--- src/rtl/egress_scheduler_if.sv ---
// Processor-side and link-side handshake bundle for egress_scheduler.
// The DUT attaches through the slave modport; the requester/link model attaches through master.
interface egress_scheduler_if #(
  parameter int DATA_SIZE  = 8,
  parameter int TIMER_SIZE = 32
);
  logic [DATA_SIZE-1:0]  data_in;
  logic                  valid_in;
  logic                  ready_in;
  logic                  last_in;
  logic [TIMER_SIZE-1:0] clock_cycles;
  logic                  clock_cycles_valid;
  logic                  clock_cycles_ready;
  logic [DATA_SIZE-1:0]  data_out;
  logic                  valid_out;
  logic                  ready_out;
  logic                  last_out;
  logic                  busy;

  modport slave (
    input  data_in, valid_in, last_in, clock_cycles, clock_cycles_valid, ready_out,
    output ready_in, clock_cycles_ready, data_out, valid_out, last_out, busy
  );

  modport master (
    output data_in, valid_in, last_in, clock_cycles, clock_cycles_valid, ready_out,
    input  ready_in, clock_cycles_ready, data_out, valid_out, last_out, busy
  );
endinterface

--- src/rtl/egress_scheduler.sv ---
// Frames one processor result plus its cycle count onto a shared byte link:
// header byte, pass-through result beats, then the count MSB-first with last on the final beat.
module egress_scheduler #(
  parameter int                   DATA_SIZE   = 8,
  parameter int                   TIMER_SIZE  = 32,
  parameter logic [DATA_SIZE-1:0] HEADER_BYTE = 8'hA5
) (
  input logic               clock,
  input logic               reset,
  egress_scheduler_if.slave bus
);
  localparam int N     = TIMER_SIZE / DATA_SIZE;
  localparam int IDX_W = (N > 1) ? $clog2(N) : 1;
  localparam logic [IDX_W-1:0] LAST_IDX = IDX_W'(N - 1);

  localparam logic [2:0] IDLE       = 3'd0;
  localparam logic [2:0] HEADER     = 3'd1;
  localparam logic [2:0] STREAM     = 3'd2;
  localparam logic [2:0] COUNT_WAIT = 3'd3;
  localparam logic [2:0] COUNT_SEND = 3'd4;

  logic [2:0]            r_state;
  logic [IDX_W-1:0]      r_index;
  logic [TIMER_SIZE-1:0] r_shift;
  logic                  w_last_beat;

  assign w_last_beat = (r_index == LAST_IDX);

  always_comb begin
    bus.data_out           = '0;
    bus.valid_out          = 1'b0;
    bus.last_out           = 1'b0;
    bus.ready_in           = 1'b0;
    bus.clock_cycles_ready = 1'b0;
    bus.busy               = (r_state != IDLE);
    case (r_state)
      HEADER: begin
        bus.data_out  = HEADER_BYTE;
        bus.valid_out = 1'b1;
      end
      // Zero-latency pass-through; last_in is deliberately not forwarded.
      STREAM: begin
        bus.data_out  = bus.data_in;
        bus.valid_out = bus.valid_in;
        bus.ready_in  = bus.ready_out;
      end
      COUNT_WAIT: begin
        bus.clock_cycles_ready = 1'b1;
      end
      COUNT_SEND: begin
        bus.data_out  = r_shift[TIMER_SIZE-1 -: DATA_SIZE];
        bus.valid_out = 1'b1;
        bus.last_out  = w_last_beat;
      end
      default: ;
    endcase
  end

  always_ff @(posedge clock) begin
    if (reset) begin
      r_state <= IDLE;
      r_index <= '0;
      r_shift <= '0;
    end else begin
      case (r_state)
        IDLE: begin
          if (bus.valid_in) r_state <= HEADER;
        end
        HEADER: begin
          if (bus.ready_out) r_state <= STREAM;
        end
        STREAM: begin
          if (bus.valid_in && bus.ready_out && bus.last_in) r_state <= COUNT_WAIT;
        end
        COUNT_WAIT: begin
          if (bus.clock_cycles_valid) begin
            r_shift <= bus.clock_cycles;
            r_index <= '0;
            r_state <= COUNT_SEND;
          end
        end
        COUNT_SEND: begin
          if (bus.ready_out) begin
            r_shift <= r_shift << DATA_SIZE;
            if (w_last_beat) begin
              r_state <= IDLE;
            end else begin
              r_index <= r_index + 1'b1;
            end
          end
        end
        default: r_state <= IDLE;
      endcase
    end
  end
endmodule

--- src/flat_wrapper.sv ---
// flat-port wrapper written by rule: the top's interface ports become plain ports
module egress_scheduler_flat 
#(
  parameter int                   DATA_SIZE   = 8,
  parameter int                   TIMER_SIZE  = 32,
  parameter logic [DATA_SIZE-1:0] HEADER_BYTE = 8'hA5
)
  (clock, reset, bus_data_in, bus_valid_in, bus_last_in, bus_clock_cycles, bus_clock_cycles_valid, bus_ready_out, bus_ready_in, bus_clock_cycles_ready, bus_data_out, bus_valid_out, bus_last_out, bus_busy);
  egress_scheduler_if #(.DATA_SIZE(DATA_SIZE), .TIMER_SIZE(TIMER_SIZE)) bus_i ();
  input logic clock;
  input logic reset;
  input wire logic [$bits(bus_i.data_in)-1:0] bus_data_in;
  input wire logic [$bits(bus_i.valid_in)-1:0] bus_valid_in;
  input wire logic [$bits(bus_i.last_in)-1:0] bus_last_in;
  input wire logic [$bits(bus_i.clock_cycles)-1:0] bus_clock_cycles;
  input wire logic [$bits(bus_i.clock_cycles_valid)-1:0] bus_clock_cycles_valid;
  input wire logic [$bits(bus_i.ready_out)-1:0] bus_ready_out;
  output wire logic [$bits(bus_i.ready_in)-1:0] bus_ready_in;
  output wire logic [$bits(bus_i.clock_cycles_ready)-1:0] bus_clock_cycles_ready;
  output wire logic [$bits(bus_i.data_out)-1:0] bus_data_out;
  output wire logic [$bits(bus_i.valid_out)-1:0] bus_valid_out;
  output wire logic [$bits(bus_i.last_out)-1:0] bus_last_out;
  output wire logic [$bits(bus_i.busy)-1:0] bus_busy;
  assign bus_i.data_in = bus_data_in;
  assign bus_i.valid_in = bus_valid_in;
  assign bus_i.last_in = bus_last_in;
  assign bus_i.clock_cycles = bus_clock_cycles;
  assign bus_i.clock_cycles_valid = bus_clock_cycles_valid;
  assign bus_i.ready_out = bus_ready_out;
  assign bus_ready_in = bus_i.ready_in;
  assign bus_clock_cycles_ready = bus_i.clock_cycles_ready;
  assign bus_data_out = bus_i.data_out;
  assign bus_valid_out = bus_i.valid_out;
  assign bus_last_out = bus_i.last_out;
  assign bus_busy = bus_i.busy;
  egress_scheduler #(.DATA_SIZE(DATA_SIZE), .TIMER_SIZE(TIMER_SIZE), .HEADER_BYTE(HEADER_BYTE)) u_core (.clock(clock), .reset(reset), .bus(bus_i));
endmodule
--- config.mk ---
export PLATFORM = sky130hd
export DESIGN_NAME = egress_scheduler_flat
export DESIGN_NICKNAME = d
export VERILOG_FILES = /design/src/rtl/egress_scheduler_if.sv /design/src/rtl/egress_scheduler.sv /design/src/flat_wrapper.sv
export SDC_FILE = /design/constraint.sdc
export NUM_CORES = 1
export LEC_CHECK = 0
export ABC_AREA = 1
export ABC_CLOCK_PERIOD_IN_PS = 3490
export CORE_ASPECT_RATIO = 0.7
export CORE_MARGIN = 10
export CORE_UTILIZATION = 50
export DETAILED_ROUTE_END_ITERATION = 8
export PLACE_DENSITY = 0.82
export SLEW_MARGIN = 15
export SYNTH_ARGS = -nofsm -noshare
export SYNTH_HDL_FRONTEND = slang
export SYNTH_SLANG_ARGS = --single-unit
--- constraint.sdc ---
create_clock -name clock -period 3.49 [get_ports clock]
set_input_delay 0.698 -clock clock [delete_from_list [all_inputs] [get_ports clock]]
set_output_delay 0.698 -clock clock [all_outputs]
set_load 0.05 [all_outputs]
* After elaboration in Yosys (flattened, before gate mapping)
Cells that the tools add are included.
** Storage, ports and cells
- Input bits :: 46
- Latch bits :: 0
- RAM bits :: 0
- Register bits :: 37
- Memories :: 0
- Bits in read-only memories :: 0
** Operators by class
- Equal/unequal tests :: 12
- Mux-type cells :: 19
- Add/sub/neg operators :: 1
- Bitwise operators :: 0
- Order comparisons :: 0
- Shift-type cells :: 0
- Multiply operators :: 0
- Reduce and logical (&&, ||, !) cells :: 9
- Divide/modulo/power cells :: 0
** Operators with widths (count)
- $mux 32 :: 2
- $pmux 32 s2 :: 1
- $pmux 8 s3 :: 1
- $mux 3 :: 6
- $pmux 3 s5 :: 1
- $ne 2x2->1 const B :: 5
- $eq 3x2->1 const B :: 2
- $mux 2 :: 3
- $reduce_and 6->1 :: 1
- $ne 2x1->1 const B :: 2
- $pmux 2 s2 :: 1
- $reduce_and 4->1 :: 1
- $eq 3x1->1 const B :: 1
- $eq 3x3->1 const B :: 1
- $logic_not 3->1 :: 1
- $mux 1 :: 3
- $reduce_and 3->1 :: 1
- $reduce_bool 3->1 :: 1
- $add 2x1->2 const B :: 1
- $eq 2x2->1 const B :: 1
- $logic_and 1x1->1 :: 2
- $pmux 1 s2 :: 1
- $reduce_bool 2->1 :: 1
- $reduce_or 2->1 :: 1

* Logic depth before layout (Yosys ltp)
Gate-level depths: netlist (run 1).
- Word-level depth :: 4
- Mapped depth :: 9
- Depth with buffers taken out :: 9

* Worst setup path before layout (run 1)
Ideal clock, no wire load.
- Path type :: input-to-output
- From :: in bus_valid_in
- To :: out bus_valid_out
- Arrival time :: 1.526 ns
- Stages :: 2
- Slack :: 1.266 ns
- Cell sequence :: inv_1 o211ai_1
** On the way
- Cells in the longest elaborated chain, start to end :: 1
** RTL lines
- start, declared :: line flat_wrapper.sv:13 : input wire logic [$bits(bus_i.valid_in)-1:0] bus_valid_in;
- $pmux 1 s2 :: line egress_scheduler.sv:36 : case (r_state)
- end, declared :: line flat_wrapper.sv:21 : output wire logic [$bits(bus_i.valid_out)-1:0] bus_valid_out;
No other way between the ends.

* Final worst setup path (run 1)
- From :: reg u_core.r_state[0]
- To :: out bus_data_out[0]
** On the way
- Cells in the longest elaborated chain, start to end :: 2
** RTL lines
- start, declared :: line egress_scheduler.sv:22 : logic [2:0] r_state;
- start signal, assigned :: line egress_scheduler.sv:61 : r_state <= IDLE;
- start signal, assigned :: line egress_scheduler.sv:67 : if (bus.valid_in) r_state <= HEADER;
- start signal, assigned :: line egress_scheduler.sv:70 : if (bus.ready_out) r_state <= STREAM;
- $eq 3x3->1, or another cell as far along :: line egress_scheduler.sv:36
- $pmux 8 s3 * :: line egress_scheduler.sv:36
- end, declared :: line flat_wrapper.sv:20 : output wire logic [$bits(bus_i.data_out)-1:0] bus_data_out;
Mark *: on every way between the ends. The rest lies on a longest branch, timed or not.

==> results of run 1 <==
[registers in the layout (all words and copies together), names as in the netlist]
| name | count |
|---|---|
| u_core.r_state | 3 |
| u_core.r_index | 2 |
| u_core.r_shift | 32 |
[cell usage after synthesis]
cell type  number  share of area
o21ai_0        15          0.038
buf_2           8          0.020
nor2_4          1         0.0058
a22o_1          4          0.018
o21ai_1        10          0.026
or2_2           1         0.0032
nand3b_1        1         0.0038
a21oi_2         6          0.027
inv_1           8          0.015
buf_6           5          0.029
nand2_1       101           0.19
dfxtp_1        37           0.38
a21oi_1         4          0.010
nand3_1        16          0.041
inv_2           2         0.0038
clkbuf_1        3         0.0058
nand3_2         1         0.0051
inv_4           2         0.0064
o211ai_1        1         0.0038
nand2_4         3          0.017
ha_1            1         0.0064
nor2_1         62           0.12
nand2_2         7          0.022
[stage by stage]
step                std cells  hold slack (ns)
floorplan                 299            0.439
global placement          391            0.452
detailed placement        391            0.453
CTS                       397            0.464
global route              397            0.489
finish                    397            0.464
[path summary, 6_finish.rpt]
path | slack, ns | from | to
worst max-delay path | 0.31 | u_core.r_state[0] | bus_data_out[0]
worst min-delay path | 0.46 | u_core.r_shift[1] | u_core.r_shift[1]
worst max register to register | 1.49 | u_core.r_state[0] | u_core.r_shift[21]
worst min register to register | 0.46 | u_core.r_shift[1] | u_core.r_shift[1]
[layout make-up]
type | instances | area, µm²
Fill cell | 344 | 1080
Multi-Input combinational cell | 234 | 1060
Sequential cell | 37 | 741
Timing Repair Buffer | 58 | 581
Clock buffer | 5 | 68.8
Tap cell | 50 | 62.6
Inverter | 12 | 50.0
Clock inverter | 1 | 5.00
[power groups by stage]
stage	logic (mW)	clock network [mW]	registers (mW)
detailed placement	1.01	0	0.592
finish	1.01	0.276	0.584
global route	1.10	0.295	0.596
global placement	0.993	0	0.589
CTS	1.01	0.278	0.582
floorplan	0.772	0	0.575
[worst max-delay path, cell delays in order, from the launching register on]
cell	delay [ns]
dfxtp_1	0.38
nor2_4	0.20
nand2_4	0.21
inv_4	0.35
nand2_1	0.12
nand3_1	0.10
clkdlybuf4s50_1	0.81
[cell families (layout without fill, tap and decap cells)]
kind of cell,count (synthesis),count (layout)
fa+ha+maj,1,1
simple gates,193,193
buf+inv,28,76
compound gates,40,40
flops,37,37
[layer usage]
metal,vias to the layer above,GRT usage
met5,-,0
met1,873,0.183
met2,63,0.223
met3,5,0.0524
li1,1040,-
met4,0,0.0430
==> results_dict.tcl, run 1 <==
set metrics [dict create \
    grt_max_degree 35 \
    period_needed_ns 3.18 \
    synth-simple-area-share 0.411 \
    die_h_um 72.3 \
    finalHoldViolations 0 \
    end_kind "output port" \
    syn2layout_area_growth_pct 31.2 \
    vias_per_cell 4.99 \
    worst_pin_slew_ns 0.747 \
    grt_first_pass_wirelength_mm 8.24 \
    highest_layer "met4" \
    hpwl_mm 3.57 \
    ctsLongestPathBuffers 2 \
    synth_fa_ha_area_frac 0.00640 \
    wirelength_met1_mm 2.56 \
    crit_fanout 34 \
    yosysUniqueCellTypes 23 \
    rsz0062_at_grt "no" \
    final_cell_mix "101 x nand2_1, 62 x nor2_1, 58 x clkdlybuf4s50_1" \
    numCtsBuffers 5 \
    fin_util 0.703 \
    num_rows 18 \
    layout_setup_ws_ns 0.308 \
    seq_power_share 0.312 \
    clk_latency_ns 0.29 \
    p_switching_mw 0.892 \
    tritoncts "yes" \
    dr_total_vias 1981 \
    powerDensity_nw_per_um2 729 \
    syn_avg_cell_area_um2 6.54 \
    synth_cells 299 \
    core_um2 3650 \
    internal_power_mw 0.979 \
    clock-sinks 37 \
    p_comb_frac 0.540 \
    gp_congestion 0.801 \
    track_usage 0.144 \
    start_util 0.536 \
    dp_worst_setup_slack_ns 0.519 \
    dpl_cell_area_um2 2490 \
    port_buffers 58 \
    fin_setup_tns_ns 0 \
    diodes 0 \
    synth_xor_area_frac 0 \
    wl_met3_um 340 \
    cp.required_ns 2.79 \
    max_slew_margin 0.502 \
    slew_violations 0 \
    grt_pass1_vias 1884 \
    p_sw_frac 0.477 \
    skew_ns 0.00515 \
    synth_compound_area_frac 0.123 \
    die_w_um 94.8 \
    setup_viol 0 \
    holdBufCountCts 0 \
    yosys_warnings 0 \
    clkSlewWorstSetupHoldPaths_ns 0.07 \
    drc 0 \
    overflow 0 \
    cap_violations 0 \
    first_pass_iters 4 \
    postCtsSetupBuffers 0 \
    cts_resized 0 \
    wl_per_cell_um 12.7 \
    synth_seq_cells 37 \
    critical_path_class "reg2out" \
    ioPinCount 59 \
    final_cell_area_um2 2560 \
    muxShareOfSynthArea 0 \
    status "finished clean" \
    ys_seq_area_frac 0.379 \
    leakagePower_nw 1.17 \
    start_kind "flop" \
    htree_levels 2 \
    met2_length_mm 2.08 \
    die-area_um2 6850 \
    min_path_type "reg2reg" \
    power_mw 1.87 \
    clkPwrFrac 0.147 \
    wl_mm 5.04 \
    drive_gt1_frac 0.0836 \
    ant_nets 0 \
    ir_drop_mv 0.448 \
    fin_crit_sh 0.912 \
    layout.nets 395 \
    synth_top_family_by_area "simple AND/OR/NAND/NOR gates" \
    fmax_mhz 314 \
    reg2reg_depth 8 \
    cp.arrival_ns 2.48 \
    drt-initial-drc-count 147 \
    root_buffer "clkbuf_8" \
    final_common_cell "nand2_1" \
    syn_nets 346 \
    holdPathStages 2 \
    syn_area_um2 1960 \
    antenna_found_initial 0 \
]
Note: power is estimated with default switching activity, not from simulation.
==> run 2, diff against run 1 <==
- REMOVE_ABC_BUFFERS: not set -> 1
==> results_dict.tcl, run 2 (synthesis gave the netlist of run 1 again) <==
set metrics [dict create \
    cts_resized 0 \
    layout.nets 395 \
    fmax_mhz 320 \
    ioPinCount 59 \
    dp.cells 391 \
    reg_top3 "u_core.r_shift (32), u_core.r_state (3), u_core.r_index (2)" \
    port_buffers 58 \
    first_pass_iters 4 \
    status "finished clean" \
    p_sw_frac 0.470 \
    start_kind "flop" \
    critical_path_class "reg2out" \
    diodes 0 \
    regMostFlops "u_core.r_shift" \
    cap_violations 0 \
    num_rows 18 \
    wl_mm 5.19 \
    holdBufCountCts 0 \
    die-area_um2 6850 \
    drc 0 \
    largest_register_ffs 32 \
    seq_power_share 0.301 \
    end_kind "output port" \
    drt-initial-drc-count 140 \
    cp.required_ns 2.79 \
    max_slew_margin 0.468 \
    root_buffer "clkbuf_8" \
    clkPwrFrac 0.170 \
    tritoncts "yes" \
    die_h_um 72.3 \
    powerDensity_nw_per_um2 746 \
    final_cell_area_um2 2590 \
    dpl_cell_area_um2 2490 \
    fin_setup_tns_ns 0 \
    internal_power_mw 1.03 \
    ctsLongestPathBuffers 2 \
    hpwl_mm 3.50 \
    fin_crit_sh 0.895 \
    dr_total_vias 1970 \
    p_comb_frac 0.529 \
    htree_levels 2 \
    vias_per_cell 4.94 \
    p_switching_mw 0.909 \
    clk_latency_ns 0.28 \
    ir_drop_mv 0.545 \
    period_needed_ns 3.12 \
    syn2layout_area_growth_pct 32.6 \
    ant_nets 0 \
    wl_per_cell_um 13.0 \
    clkSlewWorstSetupHoldPaths_ns 0.07 \
    postCtsSetupBuffers 0 \
    finalHoldViolations 0 \
    cp.arrival_ns 2.43 \
    clock-sinks 37 \
    min_path_type "reg2reg" \
    numCtsBuffers 5 \
    grt_first_pass_wirelength_mm 8.54 \
    setup_viol 0 \
    slew_violations 0 \
    grt_max_degree 35 \
    final_common_cell "nand2_1" \
    die_w_um 94.8 \
    core_um2 3650 \
    worst_pin_slew_ns 0.798 \
    track_usage 0.150 \
    grt_pass1_vias 1861 \
    leakagePower_nw 1.18 \
    start_util 0.536 \
    rsz0062_at_grt "no" \
    overflow 0 \
    drive_gt1_frac 0.0888 \
    stdcell_count 399 \
    crit_fanout 34 \
    gp_congestion 0.856 \
    skew_ns 0.00617 \
    antenna_found_initial 0 \
    final_cell_mix "101 x nand2_1, 62 x nor2_1, 58 x clkdlybuf4s50_1" \
]
-- run 2: path summary, 6_finish.rpt --
path	depth (start not counted)	slack, ns	end	start
setup / recovery	6	0.37	bus_data_out[7]	u_core.r_state[0]
hold / removal	2	0.46	u_core.r_shift[7]	u_core.r_shift[7]
setup reg to reg	8	1.47	u_core.r_shift[11]	u_core.r_state[0]
hold reg to reg	2	0.46	u_core.r_shift[7]	u_core.r_shift[7]
-- run 2: critical path, cell delays in order (launching register included) --
cell,delay (ns)
dfxtp_1,0.38
nor2_4,0.18
nand2_4,0.21
inv_4,0.36
nand2_1,0.10
nand3_1,0.08
clkdlybuf4s50_1,0.81
-- run 2: per-stage QoR --
step / util / power, mW / setup WS [ns] / hold WS [ns]
after floorplan: - / 1.29 / 1.27 / 0.435
after global placement: 0.683 / 1.60 / 0.555 / 0.451
after detailed placement: 0.683 / 1.61 / 0.535 / 0.455
after CTS: 0.711 / 1.94 / 0.342 / 0.466
after global routing: 0.711 / 2.08 / 0.203 / 0.476
final: 0.711 / 1.93 / 0.366 / 0.464
-- run 2: final cells by class --
cell class | count | area, µm²
clock buffer | 7 | 96.3
tap | 50 | 62.6
sequential | 37 | 741
multi-input combinational | 234 | 1060
timing repair buffer | 58 | 581
fill | 342 | 1060
inverter | 12 | 50.0
clock inverter | 1 | 5.00
-- run 2: layer usage --
layer  share of wire  track usage
met4          0.0062       0.0364
met3           0.089       0.0586
met1            0.47        0.187
met2            0.43        0.238
met5               0            0
-- run 2: power by group through the flow --
stage | Clock (mW) | Combinational (mW) | Sequential, mW
final | 0.329 | 1.02 | 0.582
after global routing | 0.359 | 1.12 | 0.595
after CTS | 0.332 | 1.03 | 0.580
after detailed placement | 0 | 1.02 | 0.589
after global placement | 0 | 1.01 | 0.587
after floorplan | 0 | 0.713 | 0.575
